File: src/rtl/sample_frame_ctrl_if.sv
// Configuration word handshake between the word source and sample_frame_ctrl.
// The source presents cfg_data with cfg_valid; the sequencer answers with cfg_ready.
interface sample_frame_ctrl_if #(
  parameter int BIT_CHIP = 6
);
  logic                cfg_valid;
  logic                cfg_ready;
  logic [BIT_CHIP-1:0] cfg_data;

  modport master (
    output cfg_valid,
    output cfg_data,
    input  cfg_ready
  );

  modport slave (
    input  cfg_valid,
    input  cfg_data,
    output cfg_ready
  );
endinterface

File: src/rtl/sample_frame_ctrl.sv
// Frame sequencer: loads NODE config words, shifts them serially to the chip,
// latches, then lets the chip run n_low clk_low periods, for n_frames frames.
module sample_frame_ctrl #(
  parameter int BIT_CHIP = 6,
  parameter int NODE     = 16,
  parameter int LW       = 1,
  parameter int NLOW_W   = 16,
  parameter int NFRM_W   = 8
) (
  input  logic              clk_main,
  input  logic              clr,
  input  logic              i_start,
  input  logic              i_abort,
  input  logic [NFRM_W-1:0] i_n_frames,
  input  logic [NLOW_W-1:0] i_n_low,
  sample_frame_ctrl_if.slave cfg,
  input  logic              i_frame_sync,
  input  logic              i_data_tick,
  input  logic              i_low_tick,
  output logic              o_sdo,
  output logic              o_sen,
  output logic              o_latch_out,
  output logic              o_busy,
  output logic              o_frame_done,
  output logic              o_done,
  output logic              o_aborted,
  output logic [NFRM_W-1:0] o_frame_cnt
);

  localparam int TOT = BIT_CHIP * NODE;
  localparam int WCW = (NODE > 1) ? $clog2(NODE) : 1;
  localparam int BCW = $clog2(TOT);
  localparam int LCW = (LW > 1) ? $clog2(LW) : 1;

  typedef enum logic [2:0] {
    S_IDLE,
    S_LOAD,
    S_SYNC,
    S_SHIFT,
    S_LATCH,
    S_RUN,
    S_DONE
  } state_t;

  state_t r_state;
  state_t w_nxt;

  logic [TOT-1:0]    r_shreg;
  logic [WCW-1:0]    r_word_cnt;
  logic [BCW-1:0]    r_bit_cnt;
  logic [LCW-1:0]    r_lat_cnt;
  logic [NLOW_W-1:0] r_run_cnt;
  logic [NLOW_W-1:0] r_nlow;
  logic [NFRM_W-1:0] r_nfrm;
  logic [NFRM_W-1:0] r_frame_cnt;
  logic              r_sdo;
  logic              r_sen;
  logic              r_latch;
  logic              r_frame_done;
  logic              r_done;
  logic              r_aborted;

  logic              w_abort;
  logic              w_hs;
  logic              w_word_last;
  logic              w_bit_last;
  logic              w_lat_last;
  logic              w_run_last;
  logic              w_frm_last;
  logic [NLOW_W-1:0] w_nlow_eff;
  logic [NLOW_W-1:0] w_run_inc;
  logic [NFRM_W-1:0] w_frm_inc;

  assign w_abort     = i_abort && (r_state != S_IDLE)
                       && (r_state != S_DONE);
  assign w_hs        = cfg.cfg_valid && (r_state == S_LOAD);
  assign w_word_last = r_word_cnt == WCW'(NODE - 1);
  assign w_bit_last  = r_bit_cnt == BCW'(TOT - 1);
  assign w_lat_last  = r_lat_cnt == LCW'(LW - 1);
  // n_low of zero still gives the chip one clk_low period
  assign w_nlow_eff  = (r_nlow == '0) ? NLOW_W'(1) : r_nlow;
  assign w_run_inc   = r_run_cnt + 1'b1;
  assign w_run_last  = w_run_inc == w_nlow_eff;
  assign w_frm_inc   = r_frame_cnt + 1'b1;
  assign w_frm_last  = w_frm_inc == r_nfrm;

  always_ff @(posedge clk_main) begin
    if (clr) r_state <= S_IDLE;
    else     r_state <= w_nxt;
  end

  always_comb begin
    w_nxt = r_state;
    unique case (r_state)
      S_IDLE: begin
        if (i_start)
          w_nxt = (i_n_frames == '0) ? S_DONE : S_LOAD;
      end
      S_LOAD: begin
        if (w_hs && w_word_last) w_nxt = S_SYNC;
      end
      S_SYNC: begin
        if (i_frame_sync) w_nxt = S_SHIFT;
      end
      S_SHIFT: begin
        if (i_data_tick && w_bit_last) w_nxt = S_LATCH;
      end
      S_LATCH: begin
        if (i_data_tick && w_lat_last) w_nxt = S_RUN;
      end
      S_RUN: begin
        if (i_low_tick && w_run_last)
          w_nxt = w_frm_last ? S_DONE : S_LOAD;
      end
      S_DONE:  w_nxt = S_IDLE;
      default: w_nxt = S_IDLE;
    endcase
    if (w_abort) w_nxt = S_DONE;
  end

  always_ff @(posedge clk_main) begin
    if (clr) begin
      r_shreg      <= '0;
      r_word_cnt   <= '0;
      r_bit_cnt    <= '0;
      r_lat_cnt    <= '0;
      r_run_cnt    <= '0;
      r_nlow       <= '0;
      r_nfrm       <= '0;
      r_frame_cnt  <= '0;
      r_sdo        <= 1'b0;
      r_sen        <= 1'b0;
      r_latch      <= 1'b0;
      r_frame_done <= 1'b0;
      r_done       <= 1'b0;
      r_aborted    <= 1'b0;
    end else begin
      r_frame_done <= 1'b0;
      r_done       <= (r_state == S_DONE);
      if (w_abort) begin
        r_sdo     <= 1'b0;
        r_sen     <= 1'b0;
        r_latch   <= 1'b0;
        r_aborted <= 1'b1;
      end else begin
        unique case (r_state)
          S_IDLE: begin
            if (i_start) begin
              r_nfrm      <= i_n_frames;
              r_nlow      <= i_n_low;
              r_frame_cnt <= '0;
              r_aborted   <= 1'b0;
              r_word_cnt  <= '0;
            end
          end
          S_LOAD: begin
            if (w_hs) begin
              r_shreg <= (r_shreg << BIT_CHIP)
                         | TOT'(cfg.cfg_data);
              r_word_cnt <= w_word_last ? '0
                            : r_word_cnt + 1'b1;
            end
          end
          S_SYNC: begin
            if (i_frame_sync) begin
              r_sen     <= 1'b1;
              r_sdo     <= r_shreg[TOT-1];
              r_bit_cnt <= '0;
            end
          end
          S_SHIFT: begin
            if (i_data_tick) begin
              if (w_bit_last) begin
                r_sdo     <= 1'b0;
                r_sen     <= 1'b0;
                r_latch   <= 1'b1;
                r_lat_cnt <= '0;
                r_bit_cnt <= '0;
              end else begin
                r_shreg   <= r_shreg << 1;
                r_bit_cnt <= r_bit_cnt + 1'b1;
                r_sdo     <= r_shreg[TOT-2];
              end
            end
          end
          S_LATCH: begin
            if (i_data_tick) begin
              if (w_lat_last) begin
                r_latch   <= 1'b0;
                r_run_cnt <= '0;
              end else begin
                r_lat_cnt <= r_lat_cnt + 1'b1;
              end
            end
          end
          S_RUN: begin
            if (i_low_tick) begin
              if (w_run_last) begin
                r_frame_done <= 1'b1;
                r_frame_cnt  <= w_frm_inc;
                r_run_cnt    <= '0;
                r_word_cnt   <= '0;
              end else begin
                r_run_cnt <= w_run_inc;
              end
            end
          end
          default: ;
        endcase
      end
    end
  end

  assign cfg.cfg_ready = (r_state == S_LOAD);
  assign o_sdo         = r_sdo;
  assign o_sen         = r_sen;
  assign o_latch_out   = r_latch;
  assign o_busy        = (r_state != S_IDLE);
  assign o_frame_done  = r_frame_done;
  assign o_done        = r_done;
  assign o_aborted     = r_aborted;
  assign o_frame_cnt   = r_frame_cnt;

endmodule
File: src/flat_wrapper.sv
// flat-port wrapper written by rule: the top's interface ports become plain ports
module sample_frame_ctrl_flat 
#(
  parameter int BIT_CHIP = 6,
  parameter int NODE     = 16,
  parameter int LW       = 1,
  parameter int NLOW_W   = 16,
  parameter int NFRM_W   = 8
)
  (clk_main, clr, i_start, i_abort, i_n_frames, i_n_low, i_frame_sync, i_data_tick, i_low_tick, o_sdo, o_sen, o_latch_out, o_busy, o_frame_done, o_done, o_aborted, o_frame_cnt, cfg_cfg_valid, cfg_cfg_data, cfg_cfg_ready);
  sample_frame_ctrl_if #(.BIT_CHIP(BIT_CHIP)) cfg_i ();
  input  logic clk_main;
  input  logic clr;
  input  logic i_start;
  input  logic i_abort;
  input  logic [NFRM_W-1:0] i_n_frames;
  input  logic [NLOW_W-1:0] i_n_low;
  input  logic i_frame_sync;
  input  logic i_data_tick;
  input  logic i_low_tick;
  output logic o_sdo;
  output logic o_sen;
  output logic o_latch_out;
  output logic o_busy;
  output logic o_frame_done;
  output logic o_done;
  output logic o_aborted;
  output logic [NFRM_W-1:0] o_frame_cnt;
  input wire logic [$bits(cfg_i.cfg_valid)-1:0] cfg_cfg_valid;
  input wire logic [$bits(cfg_i.cfg_data)-1:0] cfg_cfg_data;
  output wire logic [$bits(cfg_i.cfg_ready)-1:0] cfg_cfg_ready;
  assign cfg_i.cfg_valid = cfg_cfg_valid;
  assign cfg_i.cfg_data = cfg_cfg_data;
  assign cfg_cfg_ready = cfg_i.cfg_ready;
  sample_frame_ctrl #(.BIT_CHIP(BIT_CHIP), .NODE(NODE), .LW(LW), .NLOW_W(NLOW_W), .NFRM_W(NFRM_W)) u_core (.clk_main(clk_main), .clr(clr), .i_start(i_start), .i_abort(i_abort), .i_n_frames(i_n_frames), .i_n_low(i_n_low), .cfg(cfg_i), .i_frame_sync(i_frame_sync), .i_data_tick(i_data_tick), .i_low_tick(i_low_tick), .o_sdo(o_sdo), .o_sen(o_sen), .o_latch_out(o_latch_out), .o_busy(o_busy), .o_frame_done(o_frame_done), .o_done(o_done), .o_aborted(o_aborted), .o_frame_cnt(o_frame_cnt));
endmodule
File: config.mk
export PLATFORM = sky130hd
export DESIGN_NAME = sample_frame_ctrl_flat
export DESIGN_NICKNAME = d
export VERILOG_FILES = /design/src/rtl/sample_frame_ctrl_if.sv /design/src/rtl/sample_frame_ctrl.sv /design/src/flat_wrapper.sv
export SDC_FILE = /design/constraint.sdc
export NUM_CORES = 1
export LEC_CHECK = 0
export ABC_AREA = 0
export CORE_ASPECT_RATIO = 0.75
export CORE_MARGIN = 2
export CORE_UTILIZATION = 50
export DETAILED_ROUTE_END_ITERATION = 10
export PLACE_DENSITY = 0.73
export SLEW_MARGIN = 15
export SYNTH_ARGS = -nofsm -noshare
export SYNTH_HDL_FRONTEND = slang
export SYNTH_SLANG_ARGS = --single-unit
File: constraint.sdc
create_clock -name clk_main -period 6.4 [get_ports clk_main]
set_clock_uncertainty 0.1 [all_clocks]
set_input_delay 0.64 -clock clk_main [delete_from_list [all_inputs] [get_ports clk_main]]
set_output_delay 0.64 -clock clk_main [all_outputs]
set_load 0.005 [all_outputs]
==> flow_summary.yaml <==
outcome:
  status: "finished clean"
sta:
  timing.fmax_ghz: 0.259
  fin_crit_ns: 3.86
  worst_slew_pin_slew_ns: 1.09
  slew_headroom: 0.268
  period_share: 0.604
  final.setup.tns_ns: 0
  setup_viol: 0
  rsz0062_at_grt: "no"
  slew_violations: 0
  hold_ws_ns: 0.368
  timing.final.hold_violations: 0
synthesis:
  synth_top_area_frac: 0.406
  synth_seq_cells: 164
  yosys_most_used_dff: "dfxtp_1"
  synth_area_per_cell_um2: 7.60
  synth_cell_type_count: 65
  syn_area_um2: 8100
  ys_top_cells_by_area: "dfxtp_1 41%, nand2_1 13%, a311oi_1 10%"
  synth.most_common_cell: "nand2_1"
  syn_nets: 1107
  synthTopCellsByCount: "286 x nand2_1, 164 x dfxtp_1, 136 x nor2_1, 95 x a311oi_1, 73 x clkbuf_1"
  synthCells: 1065
  yosysWarnings: 0
  synth_edf_count: 0
  async_reset_ff_frac: 0
  synth_top_cell_by_area: "dfxtp_1"
  synth_seq_area_share: 0.406
clock_tree:
  insertion_delay_ns: 0.43
  clock_sinks: 164
  cts-hold-fix-buffers: 0
  cts_max_level: 4
  cts_root_buffer: "clkbuf_16"
  cts_buffer_depth: 2
  post_cts_buffers: 0
  path_clk_slew_ns: 0.07
  cts_buffers: 17
  cts_tree: "yes"
  cts_resized: 0
worst_hold_path:
  hold_path.class: "flip-flop to flip-flop"
setup_path:
  cp.arrival_ns: 4.11
  critPathLaunchType: "flip-flop"
  cpMostUsedCell: "or4_1"
  cpPeakStageDelay_ns: 0.82
  worstPathRequired_ns: 6.65
  cp-end-kind: "flip-flop"
  criticalPathCategory: "flip-flop to flip-flop"
  crit_slowest_cell: "or4_1"
  cp_cell_sequence: "ha_1 > nand4_1 > or4_1 > xnor2_1 > a2111o_1 > or4_1 > or4_1 > a31oi_1"
  worstPathMaxFanout: 19
route:
  routed_wl_mm: 19.1
  drc: 0
  dr.max_layer_used: "met4"
  route.met3.wl_um: 923
  dr.pass1.iters: 5
  wl_met1_mm: 9.93
  dr_wl_met2_mm: 8.09
  post_drt_wl_per_cell_um: 15.0
  vias_per_cell: 5.81
  num_vias: 7425
  ant_nets: 0
  drtIter0Drc: 648
die:
  die_x_um: 151
  core_um2: 15900
  start_util: 0.509
  die_area_um2: 17200
  ioPinCount: 54
  die_y_um: 114
  num_rows: 40
global_route:
  grt_pass1_wl_mm: 32.9
  grt_start_max_net_pins: 105
  grt_overflow: 0
  track_usage: 0.233
  antenna_found_initial: 0
  first_global_vias: 6692
power_and_ir_drop:
  worst_ir_drop_vdd_v: 0.000171
  cellPowerDensity_nw_per_um2: 318
  p_leak_nw: 2.81
placement:
  dp_hpwl_mm: 12.0
  numPortBuffers: 53
  place.gp.congestion: 0.896
layout:
  nets: 1096
  area_growth_pct: 13.4
  multi_input_area_um2: 4460
  fill_cells: 1515
  diodes: 0
  drive_above_1_share: 0.0459
  regArea_um2: 3280
run:
  drv_cap: 0
==> final cells by class <==
class / instances / area share
multi-input combinational: 802 / 0.485
sequential: 164 / 0.358
timing repair buffer: 60 / 0.0632
clock buffer: 19 / 0.0482
tap: 210 / 0.0286
clock inverter: 13 / 0.0134
inverter: 9 / 0.00368
==> stage by stage <==
step | setup slack [ns] | power (mW) | cells | instance area (um^2) | util
detailed placement | 2.60 | 1.94 | 1245 | 8620 | 0.541
global placement | 2.68 | 1.92 | 1245 | 8620 | 0.541
CTS | 2.58 | 2.93 | 1277 | 9180 | 0.577
global route | 2.33 | 3.09 | 1277 | 9180 | 0.577
finish | 2.54 | 2.92 | 1277 | 9180 | 0.577
floorplan | 3.08 | 1.74 | 1065 | 8100 | -
==> where the power goes <==
part | total, mW | switching (mW) | internal, mW
Clock | 0.990 | 0.439 | 0.551
Sequential | 1.25 | 0.118 | 1.13
Combinational | 0.687 | 0.433 | 0.254
Total | 2.92 | 0.990 | 1.93
==> cell usage in the layout (no fill, tap or decap), drive strengths merged, types with 12 or more instances in the layout <==
cell	count
clkbuf	19
nor3	17
nor4	13
nand2	286
xnor2	25
a31oi	13
xor2	12
a311oi	95
a21oi	45
inv	13
nand3	18
nor2	136
dfxtp	164
o21ai	15
clkdlybuf4s50	52
==> kinds of logic (layout without fill, tap and decap cells) <==
| group | count (synthesis) | after routing | share of synthesized area |
|---|---|---|---|
| adders and majority gates | 5 | 5 | 0.00742 |
| buffers and inverters | 99 | 101 | 0.0479 |
| muxes | 5 | 5 | 0.00618 |
| and+or+nand+nor | 532 | 532 | 0.284 |
| xor gates and xnor gates | 38 | 38 | 0.0428 |
| DFF | 164 | 164 | 0.406 |
| AOI/OAI and AO/OA | 222 | 222 | 0.206 |
==> registers in the layout, summed over array words and instances, names as in the netlist, 3 cells and up <==
register            flops
u_core.o_frame_cnt      8
u_core.r_bit_cnt        7
u_core.r_nfrm           8
u_core.r_nlow          16
u_core.r_run_cnt       16
u_core.r_shreg         96
u_core.r_state          3
u_core.r_word_cnt       4
==> critical path: cells and delay by family, from the launching register on <==
family | cells | cell delay [ns]
compound gates | 2 | 0.62
simple gates | 4 | 2.11
flops | 1 | 0.47
xor+xnor | 1 | 0.15
fa+ha+maj | 1 | 0.31
==> layer usage <==
metal,global-route usage,vias up
li1,-,3752
met4,0.0573,0
met3,0.0530,17
met1,0.350,3483
met2,0.336,173
met5,0,-
==> path summary, 6_finish.rpt <==
kind | start | endpoint | slack, ns | cells after the start
setup / recovery | u_core.r_run_cnt[0]$_SDFFE_PP0P_ | u_core.o_frame_cnt[2]$_SDFFE_PP0P_ | 2.54 | 8
hold / removal | u_core.r_nfrm[3]$_SDFFE_PP0P_ | u_core.r_nfrm[3]$_SDFFE_PP0P_ | 0.37 | 2
setup reg to reg | u_core.r_run_cnt[0]$_SDFFE_PP0P_ | u_core.o_frame_cnt[2]$_SDFFE_PP0P_ | 2.54 | 8
hold reg to reg | u_core.r_nfrm[3]$_SDFFE_PP0P_ | u_core.r_nfrm[3]$_SDFFE_PP0P_ | 0.37 | 2
Power figures use the tool's default switching activity.
